## src/rtl/imem_prefetch.sv

```systemverilog
// Instruction prefetch buffer: holds up to DEPTH consecutive words ahead of the PC,
// answers hits combinationally and flushes/restarts on any out-of-window fetch address.
module imem_prefetch #(
   parameter int DEPTH           = 4,
   parameter int MAX_OUTSTANDING = 2
) (
   input  logic        clk_i,
   input  logic        rst_n_i,
   input  logic [31:0] im_addr_i,
   output logic [31:0] im_dout_o,
   output logic        im_busy_o,
   output logic        mem_req_o,
   output logic [31:0] mem_addr_o,
   input  logic        mem_gnt_i,
   input  logic        mem_rvalid_i,
   input  logic [31:0] mem_rdata_i
);

   localparam int PW = (DEPTH > 1) ? $clog2(DEPTH) : 1;
   localparam int CW = PW + 1;
   localparam int OW = $clog2(MAX_OUTSTANDING + 1);
   localparam logic [29:0] DEPTH_W = 30'(DEPTH);
   localparam logic [OW:0] MAXO_W  = (OW + 1)'(MAX_OUTSTANDING);

   logic [31:0]   r_base;
   logic [31:0]   r_nfa;
   logic [PW-1:0] r_head;
   logic [CW-1:0] r_count;
   logic [OW-1:0] r_live;
   logic [OW-1:0] r_discard;
   logic [31:0]   r_data [DEPTH];

   logic [29:0]   w_k;
   logic [29:0]   w_count30;
   logic [29:0]   w_fill30;
   logic          w_hit;
   logic          w_room;
   logic          w_pending;
   logic          w_miss;
   logic          w_slot_ok;
   logic          w_req;
   logic          w_grant;
   logic          w_rv;
   logic          w_drop;
   logic          w_keep;
   logic [CW-1:0] w_adv;
   logic [PW-1:0] w_rd_idx;
   logic [PW-1:0] w_wr_idx;
   logic          w_unused_lsb;

   assign w_unused_lsb = ^im_addr_i[1:0];

   assign w_k       = im_addr_i[31:2] - r_base[31:2];
   assign w_count30 = 30'(r_count);
   assign w_fill30  = 30'(r_count) + 30'(r_live);
   assign w_hit     = (w_k < w_count30);
   assign w_room    = (w_fill30 < DEPTH_W);
   // The word at nfa counts as pending when it can still be requested; otherwise a
   // freshly flushed buffer (count=live=0) would re-miss forever.
   assign w_pending = !w_hit && ((w_k < w_fill30) || ((w_k == w_fill30) && w_room));
   assign w_miss    = !w_hit && !w_pending;
   assign w_slot_ok = (({1'b0, r_live} + {1'b0, r_discard}) < MAXO_W);

   assign w_req   = rst_n_i && !w_miss && w_room && w_slot_ok;
   assign w_grant = w_req && mem_gnt_i;
   assign w_rv    = rst_n_i && mem_rvalid_i && !w_miss;
   assign w_drop  = w_rv && (r_discard != '0);
   assign w_keep  = w_rv && (r_discard == '0) && (r_live != '0);

   assign w_adv    = w_hit ? w_k[CW-1:0] : '0;
   assign w_rd_idx = r_head + w_k[PW-1:0];
   assign w_wr_idx = r_head + r_count[PW-1:0];

   assign im_busy_o  = !(rst_n_i && w_hit);
   assign im_dout_o  = (rst_n_i && w_hit) ? r_data[w_rd_idx] : '0;
   assign mem_req_o  = w_req;
   assign mem_addr_o = r_nfa;

   always_ff @(posedge clk_i) begin
      if (!rst_n_i) begin
         r_base    <= '0;
         r_nfa     <= '0;
         r_head    <= '0;
         r_count   <= '0;
         r_live    <= '0;
         r_discard <= '0;
      end else if (w_miss) begin
         r_base    <= {im_addr_i[31:2], 2'b00};
         r_nfa     <= {im_addr_i[31:2], 2'b00};
         r_count   <= '0;
         r_live    <= '0;
         // Everything still in flight becomes discard, minus a response landing right now.
         r_discard <= r_discard + r_live
                      - OW'(mem_rvalid_i && ((r_discard != '0) || (r_live != '0)));
      end else begin
         if (w_hit) begin
            r_base <= {im_addr_i[31:2], 2'b00};
         end
         r_head    <= r_head + w_adv[PW-1:0];
         r_count   <= r_count - w_adv + CW'(w_keep);
         r_live    <= r_live + OW'(w_grant) - OW'(w_keep);
         r_discard <= r_discard - OW'(w_drop);
         if (w_grant) begin
            r_nfa <= r_nfa + 32'd4;
         end
      end
   end

   // Slot is computed from pre-advance head/count, so it stays correct during a hit-advance.
   always_ff @(posedge clk_i) begin
      if (w_keep) begin
         r_data[w_wr_idx] <= mem_rdata_i;
      end
   end

endmodule

```

## config.mk

```make
export PLATFORM = sky130hd
export DESIGN_NAME = imem_prefetch
export DESIGN_NICKNAME = d
export VERILOG_FILES = /design/src/rtl/imem_prefetch.sv
export SDC_FILE = /design/constraint.sdc
export NUM_CORES = 1
export LEC_CHECK = 0
export CORE_ASPECT_RATIO = 0.9
export CORE_MARGIN = 4
export CORE_UTILIZATION = 51
export DETAILED_ROUTE_END_ITERATION = 12
export PLACE_DENSITY_LB_ADDON = 0.25
export SYNTH_ARGS = -nofsm -noshare
export SYNTH_HDL_FRONTEND = slang
export SYNTH_SLANG_ARGS = --single-unit
```

## constraint.sdc

```tcl
create_clock -name clk_i -period 6.6 [get_ports clk_i]
set_input_delay 0.99 -clock clk_i [delete_from_list [all_inputs] [get_ports clk_i]]
set_output_delay 0.99 -clock clk_i [all_outputs]
set_load 0.1 [all_outputs]
```

==> impl_metrics.json, run 1 <==
{
  "hold_start": "r_base[30]$_SDFFE_PN0P_",
  "r2r-start": "r_base[2]$_SDFFE_PN0P_",
  "root_buffer": "clkbuf_16",
  "start_util_pct": 52.2,
  "worstPathArrival_ps": 5400,
  "grt_pass1_wl_um": 41800,
  "synth_warnings": 0,
  "wl_um": 26400,
  "clk_path_buf_depth": 2,
  "cp-startpoint": "im_addr_i[2]",
  "status": "finished, final reports clean",
  "final_hold_viol_count": 0,
  "cts-htree-levels": 4,
  "ys_seq_area_share_pct": 47.9,
  "startpoint_type": "input port",
  "r2r_slack_ps": 1560,
  "grt_overflow": 0,
  "drt_first_pass_iters": 7,
  "fin_crit_ps": 6390,
  "pin_count": 134,
  "rsz0062_at_grt": "false",
  "die_x_um": 162,
  "critPathMaxStageDelay_ps": 550,
  "num_vias": 8110,
  "dp_hpwl_um": 18500,
  "path_cells": "clkdlybuf4s50_1 -> inv_1 -> ha_1 -> fa_1 -> nand4b_1 -> o32a_1 -> o22ai_1 -> nand2_1 -> a2111o_1 -> or4_4 -> nor4_4 -> and3_1 -> nand4_1 -> buf_4 -> nor2b_1 -> buf_12",
  "endpoint": "im_dout_o[26]",
  "avgRoutedWirePerCell_um": 19.2,
  "port_buffers": 129,
  "clock_skew_ps": 14.9,
  "grt_start_max_net_pins": 57,
  "die-height_um": 147,
  "antenna_found_initial": 1,
  "hold_path.class": "reg2reg",
  "post-route-util_pct": 64.1,
  "end_kind": "output pin",
  "dieArea_um2": 23800,
  "p_per_area_nw_per_um2": 225,
  "worst-setup-path-type": "in2out",
  "synth_edf_count": 128,
  "syn_area_um2": 10900,
  "clk_pin_slew_ps": 70,
  "rows": 50,
  "required_ps": 5610,
  "crit_path_top_delay_cell": "clkdlybuf4s50_1",
  "drv_slew": 0,
  "synth_top_area_share_pct": 35.2,
  "ir_worst_vdd_mv": 0.155,
  "critPathMaxFanout": 33,
  "grt_pass1_vias": 7720,
  "timing.rr.end": "r_count[2]$_SDFF_PP0_",
  "drtIter0Drc": 623,
  "clock_sinks": 197,
  "yosysTopAreaCell": "edfxtp_1",
  "ys_top_cells_by_area": "edfxtp_1, dfxtp_1, mux4_2",
  "cts_buffers": 17,
  "nets": 1200,
  "fin_setup_tns_ps": 0,
  "track_usage_pct": 22.1,
  "r2r_cells": 19,
  "syn_inst": 971,
  "fp.coreArea_um2": 20900,
  "max_freq_mhz": 156,
  "clk_latency_ps": 440,
  "cts_tree": "done",
  "cts_hold_buf": 0,
  "ant_nets": 0,
  "avgSynthCellArea_um2": 11.2,
  "viasPerCell": 5.89,
  "cap_violations": 0,
  "ys_types": 78,
  "leakage_nw": 4.77,
  "setup_violations": 0,
  "syn_to_final_growth_pct": 22.7,
  "worstMarginPinSlew_ps": 1060,
  "slew-limit-headroom_pct": 29.3,
  "synth_flop_cell": "edfxtp_1",
  "finalCritPeriodShare_pct": 96.9,
  "synthArstFlopShare_pct": 0,
  "gp_congestion": 0.894,
  "ys_ff_latch": 197,
  "drive_above_1_share_pct": 16.2,
  "drc": 0
}
how the worst min path moves through the flow:
stage	to	slack (ps)	cells after the start
2_1_floorplan	r_base[10]$_SDFFE_PN0P_	450	2
3_3_place_gp	r_base[25]$_SDFFE_PN0P_	450	2
3_5_place_dp	r_base[26]$_SDFFE_PN0P_	460	2
4_1_cts	r_base[26]$_SDFFE_PN0P_	470	2
5_1_grt	r_base[26]$_SDFFE_PN0P_	480	2
6_report	r_base[30]$_SDFFE_PN0P_	470	2
cells in the final DEF (no fill, tap or decap), drive strengths merged, types with 4 or more instances in the layout:
cell type      instances
edfxtp               128
clkdlybuf4s50         95
a21oi                 86
dfxtp                 69
inv                   58
buf                   52
nand2                 50
ha                    50
o21ai                 50
nand3                 43
nor2b                 43
nor2                  34
mux4                  32
a211oi                32
xnor2                 28
xor2                  25
nor3                  24
and3                  19
clkbuf                17
a21o                  17
and2                  14
nand4                 14
o21a                   8
o211a                  6
a21boi                 6
a31oi                  5
nor4                   5
nor3b                  5
clkinv                 5
or3                    4
o2111ai                4
o22ai                  4
mux2i                  4
fa                     4
kinds of logic (layout without fill, tap and decap cells):
| kind of cell | Yosys count | after routing | synth area share, % |
|---|---|---|---|
| muxes | 39 | 39 | 7.31 |
| AOI/OAI and AO/OA | 250 | 250 | 16.2 |
| other | 1 | 3 | 0.0344 |
| and+or+nand+nor | 268 | 268 | 13.3 |
| buffers and inverters | 109 | 227 | 4.51 |
| DFF | 197 | 197 | 47.9 |
| xor gates and xnor gates | 53 | 53 | 4.25 |
| adders and majority gates | 54 | 54 | 6.47 |
cell usage after synthesis (8+ instances only):
| cell type | count |
|---|---|
| and2_1 | 14 |
| dfxtp_1 | 69 |
| nand4_1 | 13 |
| a211oi_2 | 23 |
| nor3_1 | 24 |
| a211oi_1 | 9 |
| a21o_1 | 16 |
| clkbuf_1 | 42 |
| o21a_1 | 8 |
| nand2_1 | 49 |
| a21oi_1 | 75 |
| inv_1 | 49 |
| mux4_2 | 32 |
| o21ai_0 | 46 |
| xnor2_1 | 28 |
| edfxtp_1 | 128 |
| xor2_1 | 25 |
| nor2_1 | 33 |
| nor2b_1 | 42 |
| and3_1 | 19 |
| a21oi_2 | 11 |
| ha_1 | 50 |
| nand3_1 | 43 |
metrics by stage:
stage / power [mW] / cell area (µm²) / instances / setup WS, ps / hold slack [ps]
after global routing: 3.14 / 13400 / 1377 / 8.47 / 484
after CTS: 3.03 / 13400 / 1376 / 184 / 469
after floorplan: 1.82 / 10900 / 972 / -143 / 448
after global placement: 1.99 / 12800 / 1345 / 330 / 453
final: 3.01 / 13400 / 1377 / 208 / 468
after detailed placement: 2.00 / 12800 / 1345 / 233 / 458
cell type report:
class,instances,area [µm²]
clock inverter,14,165
multi-input combinational,666,5250
antenna,1,2.50
fill,1643,7510
inverter,49,184
tap,286,358
sequential,197,5230
timing repair buffer,147,1780
clock buffer,17,425
report_power, final:
group | total (mW) | switching (mW) | leakage, nW | internal (mW)
Clock | 1.03 | 0.519 | 0.290 | 0.513
Combinational | 0.630 | 0.398 | 2.76 | 0.232
Sequential | 1.35 | 0.0198 | 1.72 | 1.33
layer usage:
metal  vias to the layer above  routed length (µm)  global-route usage [%]
met5                         -                   0                       0
met3                        27                1810                    4.82
met2                       292               12900                    35.8
met4                         0                 295                    4.57
met1                      3957               11400                    31.1
li1                       3834                   -                       -
worst max-delay path, delay by kind of cell:
family / cells / cell delay [ps]
buffers and inverters: 4 / 1140
AO/OA/AOI/OAI: 3 / 830
adder cells (fa/ha/maj): 2 / 700
AND/OR/NAND/NOR: 7 / 1690
state kept, by name (all words and copies together), names as in the netlist:
name        cells
r_discard       2
mem_addr_o     30
r_live          2
r_count         3
r_head          2
r_base         30
r_data        128
timing repair:
item,CTS,global route
hold endpoints to repair,0,0
endpoints found under the setup margin,0,32
setup buffers,0,0
resized for setup,0,3
(Power assumes the default switching activity.)
==> run 2, diff against run 1 <==
- CAP_MARGIN: unset -> 30
==> run 2 against run 1 <==
Effect of this change: first-iteration DRC count increased by 3.2%; sequential power about the same; sequential share of layout area shrank 0.25 points; die area is the same; sequential cell count did not move; via count up 0.67%; worst hold slack about the same; clock power grew 4%; clock-buffer cell count is the same; register-to-register slack about the same; combinational power increased by 1%; critical path type unchanged; largest power group unchanged.
==> impl_metrics.json, run 2 (synthesis results as in run 1) <==
{
  "status": "finished, final reports clean",
  "root_buffer": "clkbuf_16",
  "antenna_found_initial": 1,
  "p_sw_share_pct": 31.6,
  "max_freq_mhz": 157,
  "grt_overflow": 0,
  "clk_pin_slew_ps": 80,
  "top_register": "r_data",
  "p_per_area_nw_per_um2": 227,
  "post-cts-setup-buffer-count": 0,
  "final_common_cell": "edfxtp_1",
  "wl_um": 26800,
  "ir_worst_vdd_mv": 0.164,
  "end_kind": "output pin",
  "ant_nets": 0,
  "p_sw_mw": 0.965,
  "final_cells": 1380,
  "cts_tree": "done",
  "grt_pass1_wl_um": 42300,
  "clock_sinks": 197,
  "start_util_pct": 52.2,
  "leakage_nw": 4.80,
  "clock_skew_ps": 16.3,
  "die-height_um": 147,
  "power.share.clock_pct": 35.0,
  "viasPerCell": 5.92,
  "finalCritPeriodShare_pct": 96.5,
  "critPathMaxFanout": 33,
  "largest_register_ffs": 128,
  "power.internal_mw": 2.09,
  "placedCellCount": 1347,
  "grt_pass1_vias": 7729,
  "fin_crit_ps": 6370,
  "cts_buffers": 17,
  "final_hold_viol_count": 0,
  "startpoint_type": "input port",
  "port_buffers": 129,
  "required_ps": 5610,
  "gp_congestion": 0.894,
  "cts_hold_buf": 0,
  "num_vias": 8164,
  "setup_violations": 0,
  "rows": 50,
  "total_power_mw": 3.05,
  "cts-htree-levels": 4,
  "drc": 0,
  "track_usage_pct": 22.3,
  "dieArea_um2": 23800,
  "dp_hpwl_um": 18700,
  "ctsResizeCount": 0,
  "drv_slew": 0,
  "pin_count": 134,
  "p_seq_share_pct": 44.2,
  "worstMarginPinSlew_ps": 1030,
  "grt_start_max_net_pins": 57,
  "nets": 1202,
  "drtIter0Drc": 643,
  "rsz0062_at_grt": "false",
  "drt_first_pass_iters": 5,
  "avgRoutedWirePerCell_um": 19.4,
  "die_x_um": 162,
  "fp.coreArea_um2": 20900,
  "layout_common_cells": "edfxtp_1, clkdlybuf4s50_1, a21oi_1",
  "slew-limit-headroom_pct": 31.0,
  "clk_latency_ps": 440,
  "worst-setup-path-type": "in2out",
  "drive_above_1_share_pct": 16.5,
  "worstPathArrival_ps": 5380,
  "hold_path.class": "reg2reg",
  "cap_violations": 0,
  "combinationalPowerShare_pct": 20.8,
  "syn_to_final_growth_pct": 23.5,
  "clk_path_buf_depth": 2
}
run 2: worst paths after layout:
check	startpoint	endpoint	slack (ps)	cells after the start
max reg2reg	r_base[2]$_SDFFE_PN0P_	r_count[2]$_SDFF_PP0_	1570	19
max	im_addr_i[2]	im_dout_o[26]	230	16
min	r_base[23]$_SDFFE_PN0P_	r_base[23]$_SDFFE_PN0P_	470	2
min reg2reg	r_base[23]$_SDFFE_PN0P_	r_base[23]$_SDFFE_PN0P_	470	2
run 2: layer usage:
metal | track usage, % | vias to the layer above | share of wire, %
met3 | 3.81 | 32 | 6.2
li1 | - | 3848 | -
met4 | 5.12 | 0 | 1.5
met1 | 31.4 | 3999 | 43
met2 | 36.6 | 285 | 49
met5 | 0 | - | 0
run 2: power groups by stage:
stage          Clock [mW]  Sequential [mW]  Combinational [mW]
5_1_grt              1.14             1.35               0.684
3_3_place_gp            0             1.38               0.612
6_report             1.07             1.35               0.636
3_5_place_dp            0             1.38               0.623
2_1_floorplan           0             1.44               0.372
4_1_cts              1.08             1.35               0.629
run 2: area by class of cell:
class,instances,area (µm²)
Multi-Input combinational cell,666,5250
Inverter,49,184
Clock inverter,15,191
Sequential cell,197,5230
Antenna cell,1,2.50
Clock buffer,17,425
Tap cell,286,358
Fill cell,1622,7420
Timing Repair Buffer,149,1830
run 2: stage by stage:
step	util [%]	worst slack (ps)	hold WS [ps]	cell area [µm²]	setup TNS (ps)
after floorplan	-	-143	448	10900	-9150
after global placement	61.2	330	453	12800	0
after detailed placement	61.4	219	458	12800	0
after CTS	64.4	120	469	13500	0
after global routing	64.5	11.4	485	13500	0
final	64.5	230	468	13500	0
run 2: critical path: stages:
cell and delay, ps:
clkdlybuf4s50_1 530, inv_1 80, ha_1 230, fa_1 480
nand4b_1 220, o32a_1 300, o22ai_1 130, nand2_1 90
a2111o_1 370, or4_4 430, nor4_4 270, and3_1 300
nand4_1 140, buf_4 300, nor2b_1 280, buf_12 210
